--- src/rtl/alu_pkg.sv ---
// Shared types for the ALU result path: opcode encoding, result buffer
// state, and the stored entry layout (result, opcode and capture-time flags).
package alu_pkg;

    localparam int ALU_WIDTH = 4;
    localparam int ALU_OPW   = 2;

    typedef enum logic [ALU_OPW-1:0] {
        OP_AND = 2'd0,
        OP_OR  = 2'd1,
        OP_XOR = 2'd2,
        OP_ADD = 2'd3
    } alu_op_t;

    typedef enum logic [1:0] {
        EMPTY = 2'd0,
        ONE   = 2'd1,
        FULL  = 2'd2
    } buf_state_t;

    typedef struct packed {
        logic [ALU_WIDTH-1:0] res;
        alu_op_t              op;
        logic                 zero;
        logic                 par;
    } entry_t;

endpackage

--- src/rtl/alu_flag_gen.sv ---
// Result flag generator: zero detect and odd parity of a unit result.
// Purely combinational so later flag stages can reuse it.
module alu_flag_gen #(
    parameter int WIDTH = 4
) (
    input  logic [WIDTH-1:0] res,
    output logic             zero,
    output logic             par
);

    assign zero = (res == '0);
    assign par  = ^res;

endmodule

--- src/rtl/alu_result_buffer.sv ---
// Two-entry FIFO behind the logic units / adder. Captures result + opcode,
// stamps zero/parity flags at capture, and presents the head on out_*.
// Outputs come only from registered state, so nothing passes in->out
// combinationally. Optional zero-result pop counter: ALU_ZERO_COUNT_EN.
module alu_result_buffer
    import alu_pkg::*;
#(
    parameter int WIDTH = ALU_WIDTH,
    parameter int OPW   = ALU_OPW
`ifdef ALU_ZERO_COUNT_EN
    ,
    parameter int CNTW  = 8
`endif
) (
    input  logic             clk,
    input  logic             rst,
    input  logic             in_valid,
    output logic             in_ready,
    input  logic [WIDTH-1:0] in_res,
    input  logic [OPW-1:0]   in_op,
    output logic             out_valid,
    input  logic             out_ready,
    output logic [WIDTH-1:0] out_res,
    output logic [OPW-1:0]   out_op,
    output logic             out_zero,
    output logic             out_par
`ifdef ALU_ZERO_COUNT_EN
    ,
    output logic [CNTW-1:0]  zero_cnt
`endif
);

    buf_state_t state, next_state;
    entry_t     slot [2];
    logic       rd_ptr, wr_ptr;
    logic       push, pop;
    logic       new_zero, new_par;
    entry_t     new_entry;
    entry_t     head;

    alu_flag_gen #(.WIDTH(WIDTH)) u_flags (
        .res  (in_res),
        .zero (new_zero),
        .par  (new_par)
    );

    assign new_entry = '{res: in_res, op: alu_op_t'(in_op), zero: new_zero, par: new_par};

    // Handshake flags depend on state only.
    assign in_ready  = (state != FULL);
    assign out_valid = (state != EMPTY);

    // Occupancy state register; async reset empties the buffer at once.
    always_ff @(posedge clk or posedge rst) begin
        if (rst) state <= EMPTY;
        else     state <= next_state;
    end

    // Next-state and transfer decode. FULL never pushes, even on a pop cycle.
    always_comb begin
        next_state = state;
        push       = 1'b0;
        pop        = 1'b0;
        case (state)
            EMPTY: begin
                push = in_valid;
                if (push) next_state = ONE;
            end
            ONE: begin
                push = in_valid;
                pop  = out_ready;
                if (push && !pop)      next_state = FULL;
                else if (!push && pop) next_state = EMPTY;
            end
            FULL: begin
                pop = out_ready;
                if (pop) next_state = ONE;
            end
            default: next_state = EMPTY;
        endcase
    end

    // Slot storage and 1-bit pointers; pointers wrap 1->0 by toggling.
    always_ff @(posedge clk or posedge rst) begin
        if (rst) begin
            slot[0] <= '0;
            slot[1] <= '0;
            wr_ptr  <= 1'b0;
            rd_ptr  <= 1'b0;
        end else begin
            if (push) begin
                slot[wr_ptr] <= new_entry;
                wr_ptr       <= ~wr_ptr;
            end
            if (pop) rd_ptr <= ~rd_ptr;
        end
    end

    // Head slot is forced to zero whenever the buffer is empty.
    assign head      = out_valid ? slot[rd_ptr] : '0;
    assign out_res   = head.res;
    assign out_op    = head.op;
    assign out_zero  = head.zero;
    assign out_par   = head.par;

`ifdef ALU_ZERO_COUNT_EN
    // Saturating count of zero results leaving the buffer.
    always_ff @(posedge clk or posedge rst) begin
        if (rst)                                        zero_cnt <= '0;
        else if (pop && head.zero && (zero_cnt != '1)) zero_cnt <= zero_cnt + 1'b1;
    end
`endif

endmodule

--- config.mk ---
export PLATFORM = sky130hd
export DESIGN_NAME = alu_result_buffer
export DESIGN_NICKNAME = d
export VERILOG_FILES = /design/src/rtl/alu_pkg.sv /design/src/rtl/alu_flag_gen.sv /design/src/rtl/alu_result_buffer.sv
export SDC_FILE = /design/constraint.sdc
export NUM_CORES = 1
export LEC_CHECK = 0
export ABC_CLOCK_PERIOD_IN_PS = 1900
export CAP_MARGIN = 40
export CELL_PAD_IN_SITES_DETAIL_PLACEMENT = 1
export CELL_PAD_IN_SITES_GLOBAL_PLACEMENT = 1
export CORE_MARGIN = 8
export CORE_UTILIZATION = 35
export CTS_BUF_LIST = sky130_fd_sc_hd__clkbuf_4
export DETAILED_ROUTE_END_ITERATION = 10
export PLACE_DENSITY = 0.78
export SLEW_MARGIN = 10
export SYNTH_ARGS = -nofsm -noshare
export SYNTH_HDL_FRONTEND = slang
export SYNTH_HIERARCHICAL = 1
export SYNTH_SLANG_ARGS = --single-unit
--- constraint.sdc ---
create_clock -name clk -period 1.9 [get_ports clk]
set_clock_uncertainty 0.1 [all_clocks]
set_input_delay 0.475 -clock clk [delete_from_list [all_inputs] [get_ports clk]]
set_output_delay 0.475 -clock clk [all_outputs]
set_load 0.03 [all_outputs]
==> flow_metrics.py <==
metrics = {
    "outcome": {
        "outcome": "complete, but fails checks",
        "violations": "negative setup slack",
    },
    "power_and_ir_drop": {
        "p_clk_share_pct": 7.3,
        "power_density_mw_per_mm2": 1827,
        "total_power_mw": 2.802,
        "ir_worst_vdd_v": 0.001195,
        "seqPwrFrac_pct": 27.5,
        "p_int_mw": 1.662,
        "leakage_nw": 0.7141,
        "power.switching_mw": 1.140,
        "p_sw_share_pct": 40.69,
        "power_frac_comb_pct": 65.2,
    },
    "layout": {
        "drive_above_1_share_pct": 50.79,
        "fin_cells": 157,
        "area_growth_pct": 48.07,
        "fin_nets": 143,
        "fin_util_pct": 55.15,
        "antenna_cells": 0,
        "fillCellCount": 289,
    },
    "clock_network": {
        "cts_buffer_depth": 2,
        "clock_latency_ns": 0.30,
        "cts_buffers": 3,
        "h-tree-depth": 1,
        "cts_sinks": 20,
        "clk_pin_slew_worst_paths_ns": 0.11,
        "cts-hold-fix-buffers": 0,
        "cts_tree": "yes",
        "cts-root-buf": "clkbuf_4",
    },
    "sta": {
        "final-max-slew-violation-count": 0,
        "fin_crit_ns": 1.902,
        "fin_ws_ns": -0.001899,
        "grt_setup_unrepaired": "true",
        "tightest_slew_ns": 0.3856,
        "hold_viol_final": 0,
        "period_share_pct": 100.1,
        "fin_setup_tns_ns": -0.001899,
        "setup_viol": 1,
        "relSlewSlack_pct": 74.17,
        "max_freq_mhz": 525.8,
        "holdWs_ns": 0.4015,
    },
    "min_path": {
        "hold_path.class": "in2async",
    },
    "synthesis": {
        "synth.distinct_cells": 19,
        "yosys_register_bits": 20,
        "synth_fp_nets": 102,
        "syn_avg_cell_area_um2": 12.05,
        "yosysSeqAreaShare_pct": 48.31,
        "ys.warnings.count": 6,
        "yosys.area.top_type_share_pct": 48.31,
        "synthTopCellsByArea": "dfrtp_1, mux2_2, mux2i_1",
        "netlist_area_mm2": 0.001036,
        "synth_top_area_cell": "dfrtp_1",
        "syn_inst": 86,
    },
    "critical_path": {
        "r2r_setup_slack_ns": 0.06,
        "reg2reg_depth": 6,
        "endpoint_kind": "output port",
        "r2r_end": "slot[0]",
        "cp.required_ns": 1.32,
        "r2r-start": "state[1]",
        "start_kind": "flip-flop",
        "critPathKind": "reg2out",
        "cp_data_arrival_time_ns": 1.33,
        "path_max_fanout": 6,
    },
    "global_routing": {
        "grt_pass1_wl_mm": 4.043,
        "grt-ovfl-total": 0,
        "grt.total_usage_pct": 10.07,
        "grt_max_degree": 21,
        "antenna_found_initial": 0,
        "first_global_vias": 871,
    },
    "routing": {
        "wl_mm": 2.424,
        "vias": 767,
        "viasPerCell": 4.885,
        "drc": 0,
        "drtIter0Drc": 16,
        "antenna_left": 0,
        "drt_first_pass_iters": 3,
        "wl_per_cell_um": 15.44,
    },
    "floorplan": {
        "die_w_um": 70.41,
        "dieArea_mm2": 0.004957,
        "initial_utilization_pct": 37.25,
        "core.rowCount": 19,
        "die_h_um": 70.41,
        "io_pins": 20,
        "core_mm2": 0.002781,
    },
    "placement": {
        "dpl.cell_count": 149,
        "port_buffers": 19,
        "dp_hpwl_mm": 1.821,
        "gp_congestion": 0.7371,
    },
    "flow_run": {
        "cap_violations": 0,
    },
}
sequential cells by signal (all words and copies together) (netlist names):
register,cells
state,2
wr_ptr,1
slot,16
rd_ptr,1
cell usage after synthesis:
| library cell | number |
|---|---|
| and2_1 | 1 |
| nand3_1 | 2 |
| o211ai_2 | 1 |
| clkbuf_1 | 1 |
| o21bai_1 | 1 |
| o21ai_2 | 1 |
| xor2_1 | 1 |
| buf_2 | 1 |
| o221ai_1 | 1 |
| dfrtp_1 | 20 |
| nor2_1 | 9 |
| mux2i_1 | 10 |
| mux2_2 | 16 |
| nor2_4 | 1 |
| inv_1 | 10 |
| a21oi_1 | 1 |
| ha_1 | 6 |
| xnor2_1 | 2 |
| nand2_1 | 1 |
worst max-delay path: stages (launching register included):
cell,delay [ns]
dfrtp_1,0.39
inv_2,0.07
ha_4,0.17
buf_6,0.14
nor2_1,0.10
buf_4,0.16
worst max-delay path by stage:
stage	startpoint	endpoint	slack, ns	depth (start not counted)
finish	state[1]	out_op[1]	-0.002	5
global route	rd_ptr	out_zero	-0.07	4
CTS	state[0]	slot[1]	-0.06	5
detailed placement	in_res[2]	slot[0]	-0.11	5
global placement	in_res[0]	slot[8]	-0.06	5
floorplan	state[0]	out_op[0]	0.02	4
metrics by stage:
stage	cell area, um2	setup slack [ns]
floorplan	1036	0.02124
global placement	1371	-0.06218
detailed placement	1371	-0.1065
CTS	1415	-0.05671
global route	1534	-0.06642
finish	1534	-0.001899
logic make-up (layout without fill, tap and decap cells):
logic type	Yosys count	count (layout)	synth area share (%)
multiplexers	26	26	27.05
flip-flops	20	20	48.31
AND/OR/NAND/NOR	14	14	6.280
buffers and inverters	12	52	4.468
adder cells (fa/ha/maj)	6	6	7.246
AO/OA/AOI/OAI	5	5	4.106
XOR/XNOR	3	3	2.537
timing repair:
item	CTS	global route
endpoints found under the setup margin	17	28
gates resized for setup	6	25
pin swaps	0	3
buffers inserted	1	4
power groups by stage:
stage | sequential (mW) | combinational, mW | clock [mW]
finish | 0.771 | 1.83 | 0.206
global route | 0.793 | 1.97 | 0.230
CTS | 0.757 | 1.55 | 0.221
detailed placement | 0.769 | 1.51 | 0
global placement | 0.746 | 1.47 | 0
floorplan | 0.725 | 0.941 | 0
final cells by class:
cell class | instances | area [um2] | area share [%]
Clock buffer | 3 | 22.52 | 1.468
Clock inverter | 1 | 3.754 | 0.2447
Inverter | 10 | 37.54 | 2.447
Multi-Input combinational cell | 54 | 556.8 | 36.30
Sequential cell | 20 | 500.5 | 32.63
Tap cell | 31 | 38.79 | 2.529
Timing Repair Buffer | 38 | 374.1 | 24.39
per-layer routing:
metal  part of all wire (%)  GRT usage (%)  wire, um
met5                      0              0         0
met4                    1.1          4.018        26
met3                    3.4          1.836        83
met2                     53          19.22      1294
met1                     42          10.36      1020
layout by cell type, fill, tap and decap left out, types with 3 or more instances in the layout:
cell,netlist,routed
nor2_2,0,5
inv_1,10,7
buf_4,0,16
ha_1,6,3
mux2_2,16,16
inv_2,0,3
nor2_1,9,3
buf_6,0,10
mux2i_1,10,9
dfrtp_1,20,20
clkdlybuf4s50_1,0,9
clkbuf_4,0,3
Note: power is estimated with default switching activity, not from simulation.
